==> src/rtl/mips_pkg.sv <==
// Shared MIPS pipeline definitions: memory access sizes, MEM-stage FSM
// encoding and the EX/MEM pipeline bundle.
package mips_pkg;

    localparam logic [1:0] MEM_SIZE_BYTE = 2'b00;
    localparam logic [1:0] MEM_SIZE_HALF = 2'b01;
    localparam logic [1:0] MEM_SIZE_WORD = 2'b10;

    typedef enum logic {
        MEM_RUN  = 1'b0,
        MEM_WAIT = 1'b1
    } mem_state_e;

    typedef struct packed {
        logic        reg_wr;
        logic [4:0]  reg_addr;
        logic [31:0] alu_res;
        logic        mem_rd;
        logic        mem_wr;
        logic [1:0]  mem_size;
        logic        mem_signed;
        logic [31:0] store_data;
    } ex_mem_t;

endpackage

==> src/rtl/mem_align.sv <==
// Combinational byte/half/word lane logic: store steering, load extraction
// with sign/zero extension, and alignment checking.
module mem_align
    import mips_pkg::*;
(
    input  logic [1:0]  size,
    input  logic [1:0]  addr_lo,
    input  logic        load_signed,
    input  logic [31:0] store_data,
    input  logic [31:0] rdata,
    output logic [3:0]  be,
    output logic [31:0] wdata,
    output logic [31:0] load_data,
    output logic        misaligned
);

    logic [7:0]  byte_lane;
    logic [15:0] half_lane;

    always_comb begin
        byte_lane  = rdata[{addr_lo, 3'b000} +: 8];
        half_lane  = rdata[{addr_lo[1], 4'b0000} +: 16];
        be         = 4'b1111;
        wdata      = store_data;
        load_data  = rdata;
        misaligned = 1'b0;
        case (size)
            MEM_SIZE_BYTE: begin
                be        = 4'b0001 << addr_lo;
                wdata     = {4{store_data[7:0]}};
                load_data = {{24{load_signed & byte_lane[7]}}, byte_lane};
            end
            MEM_SIZE_HALF: begin
                be         = addr_lo[1] ? 4'b1100 : 4'b0011;
                wdata      = {2{store_data[15:0]}};
                load_data  = {{16{load_signed & half_lane[15]}}, half_lane};
                misaligned = addr_lo[0];
            end
            // size 2'b11 is handled exactly like a word access
            MEM_SIZE_WORD, 2'b11: begin
                misaligned = (addr_lo != 2'b00);
            end
        endcase
    end

endmodule

==> src/rtl/mem_stage.sv <==
// MEM stage of the 5-stage MIPS pipeline: EX/MEM register, data-memory
// req/ack handshake and WB presentation. Define MEM_ACK_TIMEOUT_EN to abort accesses with no ack.
module mem_stage
    import mips_pkg::*;
#(
    parameter int ACK_TIMEOUT = 16
) (
    input  logic        clk,
    input  logic        rst,
    input  logic        ex_valid,
    input  logic        ex_regWr,
    input  logic [4:0]  ex_regAddr,
    input  logic [31:0] ex_aluRes,
    input  logic        ex_memRd,
    input  logic        ex_memWr,
    input  logic [1:0]  ex_memSize,
    input  logic        ex_memSigned,
    input  logic [31:0] ex_storeData,
    output logic        stall,
    output logic        dm_req,
    output logic        dm_we,
    output logic [31:0] dm_addr,
    output logic [3:0]  dm_be,
    output logic [31:0] dm_wdata,
    input  logic [31:0] dm_rdata,
    input  logic        dm_ack,
    output logic        regWr,
    output logic [4:0]  regAddr,
    output logic [31:0] regData,
    output logic        addrErr,
    output logic        busErr
);

    if (ACK_TIMEOUT < 1) begin : g_bad_ack_timeout
        $error("mem_stage: ACK_TIMEOUT must be at least 1");
    end

    ex_mem_t    s_q, s_d;
    logic       s_valid_q, s_valid_d;
    mem_state_e state_q, state_d;

    logic [3:0]  be;
    logic [31:0] wdata;
    logic [31:0] load_data;
    logic        misaligned;
    logic        memop;
    logic        aligned_op;
    logic        is_load;
    logic        complete;
    logic        timeout;

    mem_align u_align (
        .size        (s_q.mem_size),
        .addr_lo     (s_q.alu_res[1:0]),
        .load_signed (s_q.mem_signed),
        .store_data  (s_q.store_data),
        .rdata       (dm_rdata),
        .be          (be),
        .wdata       (wdata),
        .load_data   (load_data),
        .misaligned  (misaligned)
    );

    assign memop      = s_valid_q & (s_q.mem_rd | s_q.mem_wr);
    assign aligned_op = memop & ~misaligned;
    assign is_load    = ~s_q.mem_wr;
    assign complete   = aligned_op & dm_ack;

`ifdef MEM_ACK_TIMEOUT_EN
    localparam int CNT_W = $clog2(ACK_TIMEOUT + 1);

    logic [CNT_W-1:0] cnt_q, cnt_d;

    // Counts completed WAIT cycles; the last permitted one is the abort cycle.
    assign timeout = (state_q == MEM_WAIT) && (cnt_q == CNT_W'(ACK_TIMEOUT - 1));

    always_comb begin
        cnt_d = '0;
        if (state_q == MEM_WAIT && !dm_ack && !timeout) begin
            cnt_d = cnt_q + CNT_W'(1);
        end
    end

    always_ff @(posedge clk or negedge rst) begin
        if (!rst) begin
            cnt_q <= '0;
        end else begin
            cnt_q <= cnt_d;
        end
    end

    assign busErr = timeout & ~dm_ack;
`else
    assign timeout = 1'b0;
    assign busErr  = 1'b0;
`endif

    // An ack on the timeout cycle still completes the access normally.
    assign stall = aligned_op & ~dm_ack & ~timeout;

    always_comb begin
        state_d = state_q;
        case (state_q)
            MEM_RUN:  if (aligned_op && !dm_ack) state_d = MEM_WAIT;
            MEM_WAIT: if (dm_ack || timeout)     state_d = MEM_RUN;
        endcase
    end

    always_comb begin
        s_d       = s_q;
        s_valid_d = s_valid_q;
        if (!stall) begin
            s_valid_d      = ex_valid;
            s_d.reg_wr     = ex_regWr;
            s_d.reg_addr   = ex_regAddr;
            s_d.alu_res    = ex_aluRes;
            s_d.mem_rd     = ex_memRd;
            s_d.mem_wr     = ex_memWr;
            s_d.mem_size   = ex_memSize;
            s_d.mem_signed = ex_memSigned;
            s_d.store_data = ex_storeData;
        end
    end

    always_ff @(posedge clk or negedge rst) begin
        if (!rst) begin
            s_valid_q <= 1'b0;
            state_q   <= MEM_RUN;
        end else begin
            s_valid_q <= s_valid_d;
            state_q   <= state_d;
        end
    end

    // Payload needs no reset: every consumer is qualified by s_valid_q.
    always_ff @(posedge clk) begin
        s_q <= s_d;
    end

    assign dm_req   = aligned_op;
    assign dm_we    = aligned_op & s_q.mem_wr;
    assign dm_addr  = aligned_op ? {s_q.alu_res[31:2], 2'b00} : 32'h0;
    assign dm_be    = aligned_op ? be : 4'b0000;
    assign dm_wdata = dm_we ? wdata : 32'h0;

    assign regWr   = s_valid_q & s_q.reg_wr & (~memop | (complete & is_load));
    assign regAddr = s_valid_q ? s_q.reg_addr : 5'd0;
    assign regData = (s_valid_q & ~memop)  ? s_q.alu_res :
                     (complete & is_load)  ? load_data   : 32'h0;
    assign addrErr = memop & misaligned;

endmodule

==> config.mk <==
export PLATFORM = sky130hd
export DESIGN_NAME = mem_stage
export DESIGN_NICKNAME = d
export VERILOG_FILES = /design/src/rtl/mips_pkg.sv /design/src/rtl/mem_align.sv /design/src/rtl/mem_stage.sv
export SDC_FILE = /design/constraint.sdc
export NUM_CORES = 1
export LEC_CHECK = 0
export BUFFER_PORTS_ARGS = -buffer_cell sky130_fd_sc_hd__buf_2
export CORE_MARGIN = 3
export CORE_UTILIZATION = 27
export DETAILED_ROUTE_END_ITERATION = 10
export PLACE_DENSITY = 0.53
export SYNTH_ARGS = -nofsm -noshare
export SYNTH_HDL_FRONTEND = slang
export SYNTH_SLANG_ARGS = --single-unit
==> constraint.sdc <==
create_clock -name clk -period 7.7 [get_ports clk]
set_input_delay 2.31 -clock clk [delete_from_list [all_inputs] [get_ports clk]]
set_output_delay 2.31 -clock clk [all_outputs]
set_load 0.1 [all_outputs]
* Word-level counts from Yosys, hierarchy flattened *
Cells that the tools add are included.

word-level totals
  bits in registers = 76
  input port bits = 111
  output and inout port bits = 111
  word-level logic and storage cells = 47

cells by class
  equal/unequal tests = 3
  shift-type cells = 3
  muxes and demuxes = 11
  bitwise operators = 18
  reduce and logical (&&, ||, !) cells = 3

operator list
  operator               count
  $mux W32               4
  $pmux W32 S2           2
  $shiftx A32 B6 Y16     1
  $shiftx A32 B6 Y8      1
  $and A1 B1 Y1          12
  $mux W4                2
  $pmux W4 S2            1
  $mux W5                1
  $eq A2 B2 Y1 const B   2
  $not A1 Y1             4
  $shl A1 B2 Y4 const A  1
  $eq A2 B1 Y1 const B   1
  $logic_not A2 Y1       1
  $or A1 B1 Y1           2
  $pmux W1 S2            1
  $reduce_bool A2 Y1     1
  $reduce_or A2 Y1       1

* Logic depth before layout (Yosys ltp) *
Gate-level depths: netlist (run 1).

  depth after elaboration = 9
  gate-level depth with buffers = 7
  mapped depth without buffers = 5

* By module *
From an unflattened synthesis (run 1), not the netlist that was laid out.

unflattened totals
  cells, all modules = 420
  area total of the unflattened synthesis = 4774.6 um^2

modules (own cells, without submodules)
  module     times used  cells an instance  area an instance (um^2)  seq. area each (um^2)
  mem_stage  1           260                3661.0                   2277.2
  mem_align  1           160                1113.6                   0.0

* Least setup slack after synthesis (run 1) *
OpenSTA, ideal clock, no wires.

  path type = in2out
  start = input dm_ack
  end = output regData[7]
  arrival time = 5815 ps
  required time = 5390 ps
  slack = -425 ps
  stages on the path = 3
  path buffers = 0
  path through = and4b_1 > o21ai_4 > o41ai_1

on the way
  word-level cells in the longest chain between the ends = 4

RTL lines
  element             RTL line          text
  start: declaration  mem_stage.sv:26   input logic dm_ack,
  $and A1 B1 Y1       mem_stage.sv:67   assign complete = aligned_op & dm_ack;
  $and A1 B1 Y1       mem_stage.sv:149  (complete & is_load) ? load_data : 32'h0;
  $mux W32            mem_stage.sv:149
  $mux W32            mem_stage.sv:148  assign regData = (s_valid_q & ~memop) ? s_q.alu_res :
  end: declaration    mem_stage.sv:29   output logic [31:0] regData,

No other way between the ends.

* Final worst setup path (run 1) *
  start = input dm_ack
  end = output regData[27]

The elaborated chain is that of the path after synthesis.

==> results of run 1 <==
==> through the flow <==
| stage | area, um2 | worst slack (ns) | instances |
|---|---|---|---|
| after global placement | 5321 | 1.181 | 753 |
| after floorplan | 4098 | 0.4037 | 375 |
| final | 5645 | 1.016 | 769 |
| after CTS | 5645 | 1.071 | 769 |
| after detailed placement | 5321 | 1.069 | 753 |
| after global routing | 5645 | 0.8601 | 769 |
==> how the worst max path moves through the flow <==
stage	end	slack, ns	startpoint
after global routing	regData[27]	0.86	dm_ack
after detailed placement	regData[24]	1.07	dm_ack
after global placement	regData[25]	1.18	dm_ack
final	regData[27]	1.02	dm_ack
after CTS	regData[24]	1.07	dm_ack
after floorplan	regData[15]	0.40	dm_ack
==> sequential cells by signal, indices dropped and copies added (netlist names) <==
name       cells
s_valid_q      1
s_q           75
==> synth_stat cells, drive strengths merged <==
| cell type | n |
|---|---|
| edfxtp | 75 |
| and2 | 45 |
| nand2 | 42 |
| nor2 | 32 |
| o21ai | 20 |
| mux2i | 18 |
| a21oi | 17 |
| buf | 17 |
| a221o | 16 |
| a21o | 15 |
| clkbuf | 13 |
| nand3 | 8 |
| nor2b | 8 |
| a222oi | 7 |
| and3b | 7 |
| nor3 | 5 |
| inv | 4 |
| nor3b | 4 |
| a31oi | 2 |
| and4b | 2 |
| nand3b | 2 |
| a22oi | 1 |
| and2b | 1 |
| and3 | 1 |
| conb | 1 |
| dfrtp | 1 |
| mux2 | 1 |
| nand4 | 1 |
| o22ai | 1 |
| o2bb2ai | 1 |
| o31a | 1 |
| o41ai | 1 |
| or2 | 1 |
| xnor2 | 1 |
| xor2 | 1 |
==> critical path, cell delays in order <==
cell and delay [ns]:
buf_2 0.09, and4b_1 0.25, o21ai_4 0.17, nor2_1 0.82, a221o_1 0.30, buf_2 0.43
==> power by group <==
part	switching (uW)	internal [uW]	leakage, uW	total (uW)
combinational	366	88.1	0.00181	454
sequential	22.3	494	0.000792	516
clock	182	286	0.000156	468
==> layer usage <==
metal  wire length [um]  vias to the layer above
met4                296                        2
li1                   -                     1778
met1               6077                     1736
met2               6750                      187
met3               1066                       25
met5                  7                        -
==> cells by family after synthesis <==
logic type                after synthesis  share of synthesized area
and+or+nand+nor                       159                     0.2026
AOI/OAI and AO/OA                      82                     0.1450
DFF                                    76                     0.5578
buffers and inverters                  34                    0.04168
muxes                                  19                    0.04781
xor gates and xnor gates                2                   0.004291
other                                   1                  0.0009185
==> layout make-up <==
cell class | instances | area share
clock buffers | 9 | 0.03989
clock inverters | 7 | 0.01751
inverters | 4 | 0.002660
multi-input cells | 265 | 0.2945
flip-flops and latches | 76 | 0.4034
well taps | 184 | 0.04078
repair buffers | 224 | 0.2012
==> results by group, run 1 <==
Placed design
  – GPL Wtd Cong: approximately 0.83
  – HPWL Detailed: about 11000 um
  – I/O Buffers: approximately 220

Global route
  – GRT Overall Usage: 0.1654
  – First-pass GRT wire length: 20770 um
  – GR peak layer: met2
  – Met3 Track Usage GR: 0.05106
  – Met2 usage: 0.2582
  – Largest net degree at the start of global routing: 76
  – Vias in the first global route: between 3000 and 4000
  – GRT met1 Usage: 0.2163
  – Antenna violations before repair: 1
  – GRT overflow: 0

STA
  – Setup total negative slack: 0 ns
  – Fmax: between 100 and 150 MHz
  – Hold Slack: approximately 1.7 ns
  – Post-route clock period utilization: 0.8680
  – Worst clock skew: between 0.01 and 0.015 ns
  – Max_slew headroom: 0.3054
  – Final number of hold-violating endpoints: 0
  – Tmin final: 6.684 ns
  – RSZ-0062 raised after global routing: false
  – Worst-Margin Slew: 1.042 ns
  – Slew Limit Fails: 0
  – Final setup fails: 0

Logic synthesis
  – Area contributors post-synth: edfxtp_1 (55%), and2_1 (6.7%), mux2i_1 (4.4%), a221o_1 (3.9%), nand2_1 (3.9%)
  – Sequential element share of the synthesized area: 0.5578
  – Synth top area share: 0.5516
  – Mapped Area: between 4000 and 5000 um2
  – Post-Synthesis Cells: 373
  – Synth unique cells: slightly above 40
  – Synth Register Bits: 76
  – Largest area contributor in the netlist: edfxtp_1
  – Ys Warns: 0
  – Syn avg cell area: 10.95 um2

Drt
  – DR iter-0 viols: 360
  – Drt wl/cell: about 18 um
  – Vias per Instance: between 4 and 5
  – Final wirelength: between 10000 and 15000 um
  – Routed vias: between 3000 and 4000
  – First-pass DRT Iterations: 7
  – Post-route DRC: 0
  – DRT antenna net count: 0

Min path
  – Min-Delay Path Class: in -> async

Run
  – Max Cap Violations: 0

Clock network
  – CTS Buffer Depth: 2
  – Cts repair resizes: 0
  – CTS sink cnt: 76
  – Post-CTS Setup Repair Bufs: 0
  – Clock-pin transition on the worst setup and hold timing paths: ~0.06 ns
  – CTS Buf Count: 9
  – Root Driver: clkbuf_16
  – H-tree lvl count: 3
  – Cts-stage hold buffer count: 0
  – CTS tree: done
  – Clk_lat worst skew: between 0.3 and 0.4 ns

Power and ir drop
  – Pwr Total: roughly 1400 uW
  – Leak: between 0.002 and 0.003 uW
  – Power Density: around 250 nW/um2
  – Peak VDD IR: roughly 0.13 mV

Finish
  – Reg area: 2277 um2
  – Multi-input logic area: between 1500 and 2000 um2
  – P&R area growth vs syn: 38.28%
  – Final nets: just under 700
  – Commonest non-fill, non-tap cell in the layout: buf_2
  – N_diodes: 0
  – Layout cells sized above 1: 0.4188
  – Fin util: 0.3855
  – Most frequent cells in the layout: buf_2 (218), edfxtp_1 (75), and2_1 (44)
  – Filler cell count in the final layout: between 1000 and 1500

Die
  – IO Count: 222
  – Core outline area: between 10000 and 15000 um2
  – Die width: between 100 and 150 um
  – Num rows: 44
  – Die area: 16630 um2
  – Chip height: 129.0 um
  – Initial Utilization: 0.2788

Setup path
  – Type of origin of the critical path: input port
  – CP max FO: 19
  – FF-to-FF setup slack: 4.26 ns
  – Crit Path Class: in -> out
  – Critical Path RT: between 5 and 6 ns
  – R2R Path End: s_q[14]$_DFFE_PN_
  – Worst flop-to-flop path startpoint: s_q[34]$_DFFE_PN_
  – Path depth of the worst reg2reg path: 4
  – CP endpoint kind: output pin
  – Arr. time, crit path: roughly 4.4 ns

Status
  – Status: finished clean
(Power assumes the default switching activity.)
==> run 2: changes to the inputs <==
--- a/config.mk
+++ b/config.mk
@@ -6,9 +6,12 @@
 export NUM_CORES = 1
 export LEC_CHECK = 0
 export BUFFER_PORTS_ARGS = -buffer_cell sky130_fd_sc_hd__buf_2
+export CAP_MARGIN = 40
 export CORE_MARGIN = 3
 export CORE_UTILIZATION = 27
+export CTS_CLUSTER_DIAMETER = 50
 export DETAILED_ROUTE_END_ITERATION = 10
+export MAX_ROUTING_LAYER = met4
 export PLACE_DENSITY = 0.53
 export SYNTH_ARGS = -nofsm -noshare
 export SYNTH_HDL_FRONTEND = slang
==> run 2 against run 1 <==
Clock power decreased by 6.8%. Total power decreased by 2.0%. First-iteration DRC count decreased by 14%. Critical path depth unchanged. Hold slack got worse by 0.18 ns. Non-clock buffer count increased by 3. Die area unchanged. Count of clock-buffer cells in the layout increased by 1. Worst setup slack improved by 0.21 ns.
==> results by group, run 2 (synthesized netlist as in run 1, its figures left out) <==
Power and ir drop
  – Peak VDD IR: around 0.17 mV
  – Power Density: ~250 nW/um2
  – Leak: ~0.0028 uW
  – Pwr Total: 1410 uW

Min path
  – Min-Delay Path Class: reg -> reg
  – Min-delay src: s_q[36]$_DFFE_PN_

Drt
  – DR iter-0 viols: 311
  – First-pass DRT Iterations: 5
  – DRT antenna net count: 0
  – Routed vias: ~3800
  – Post-route DRC: 0
  – DRT met1 WL: a little over 6000 um
  – Metal2 WL: roughly 7000 um
  – Final wirelength: 14280 um
  – Drt wl/cell: 18.49 um
  – Met3 routed WL: ~1100 um
  – Uppermost layer routed: met4
  – Vias per Instance: 4.887

Clock network
  – Cts-stage hold buffer count: 0
  – CTS sink cnt: 76
  – Root Driver: clkbuf_16
  – CTS Buffer Depth: 2
  – CTS tree: done
  – Cts repair resizes: 0
  – H-tree lvl count: 3
  – Clk_lat worst skew: about 0.35 ns
  – Clock-pin transition on the worst setup and hold timing paths: about 0.060 ns
  – CTS Buf Count: 9
  – Post-CTS Setup Repair Bufs: 0

Finish
  – Final nets: 694
  – Commonest non-fill, non-tap cell in the layout: buf_2
  – Reg area: ~2300 um2
  – Most frequent cells in the layout: buf_2 (218), edfxtp_1 (75), and2_1 (44)
  – Layout cells sized above 1: 0.4201
  – Top Registers: s_q: 75 flops, s_valid_q: 1 flops
  – N_diodes: 0
  – Multi-input logic area: 1663 um2
  – Filler cell count in the final layout: 1482
  – P&R area growth vs syn: 38.95%
  – Largest Register: s_q
  – Number of flip-flops in the largest register: 75

Global route
  – GRT Overall Usage: 0.1700
  – Vias in the first global route: between 3000 and 4000
  – GRT overflow: 0
  – Largest net degree at the start of global routing: between 40 and 50
  – First-pass GRT wire length: just over 20000 um
  – Antenna violations before repair: 0

STA
  – Setup total negative slack: 0 ns
  – RSZ-0062 raised after global routing: false
  – Final number of hold-violating endpoints: 0
  – Slew Limit Fails: 0
  – Final setup fails: 0
  – Worst clock skew: 0.01299 ns
  – Fmax: around 150 MHz
  – Hold Slack: between 1.5 and 2 ns
  – Worst-Margin Slew: about 0.8 ns
  – Max_slew headroom: 0.4695
  – Post-route clock period utilization: 0.8411
  – Tmin final: between 6 and 7 ns

Die
  – Initial Utilization: 0.2788
  – Chip height: between 100 and 150 um
  – Die width: around 130 um
  – Num rows: 44
  – Core outline area: between 10000 and 15000 um2
  – Die area: 16630 um2
  – IO Count: 222

Status
  – Status: finished clean

Setup path
  – CP endpoint kind: output pin
  – CP max FO: 19
  – Arr. time, crit path: 4.17 ns
  – Worst flop-to-flop path startpoint: s_q[34]$_DFFE_PN_
  – Crit Path Class: in -> out
  – Critical Path RT: approximately 5.4 ns
  – Type of origin of the critical path: input port
  – Worst Setup SP: dm_ack

Placed design
  – GPL Wtd Cong: between 0.8 and 0.9
  – I/O Buffers: around 220
  – HPWL Detailed: 10780 um

Run
  – Max Cap Violations: 0
-- run 2: layer usage --
layer,vias up,global-route usage
met3,21,0.05313
met5,-,-
met1,1786,0.2192
li1,1778,-
met2,188,0.2582
met4,0,0.04880
-- run 2: area by class of cell --
| type | instances | area share |
|---|---|---|
| flip-flops and latches | 76 | 0.4014 |
| well taps | 184 | 0.04058 |
| multi-input cells | 265 | 0.2931 |
| repair buffers | 227 | 0.2091 |
| inverters | 4 | 0.002647 |
| clock buffers | 10 | 0.04036 |
| clock inverters | 6 | 0.01279 |
-- run 2: power breakdown --
part	switching, uW	internal [uW]
registers	22.3	493
clock network	182	255
logic	367	91.4
total	571	839
-- run 2: critical path, cell delays in order --
cell     delay (ns)
buf_2          0.08
and4b_1        0.25
o21ai_4        0.18
and4b_1        0.70
a221o_1        0.21
buf_2          0.42
-- run 2: final timing paths --
path	to	slack (ns)	cells past startpoint
hold / removal	s_valid_q$_DFFE_PN0N_	1.55	4
max in group asynchronous	s_valid_q$_DFFE_PN0N_	5.88	1
hold reg to reg	s_valid_q$_DFFE_PN0N_	1.55	4
setup / recovery	regData[24]	1.22	6
min in group asynchronous	s_valid_q$_DFFE_PN0N_	1.73	1
setup reg to reg	s_q[30]$_DFFE_PN_	4.75	6
-- run 2: per-stage QoR --
step / util / cells / area, um2 / setup WS [ns]
after floorplan: - / 375 / 4098 / 0.4037
after global placement: 0.3634 / 753 / 5321 / 1.181
after detailed placement: 0.3663 / 755 / 5364 / 1.079
after CTS: 0.3869 / 771 / 5665 / 1.075
after global routing: 0.3874 / 772 / 5673 / 1.118
final: 0.3874 / 772 / 5673 / 1.224
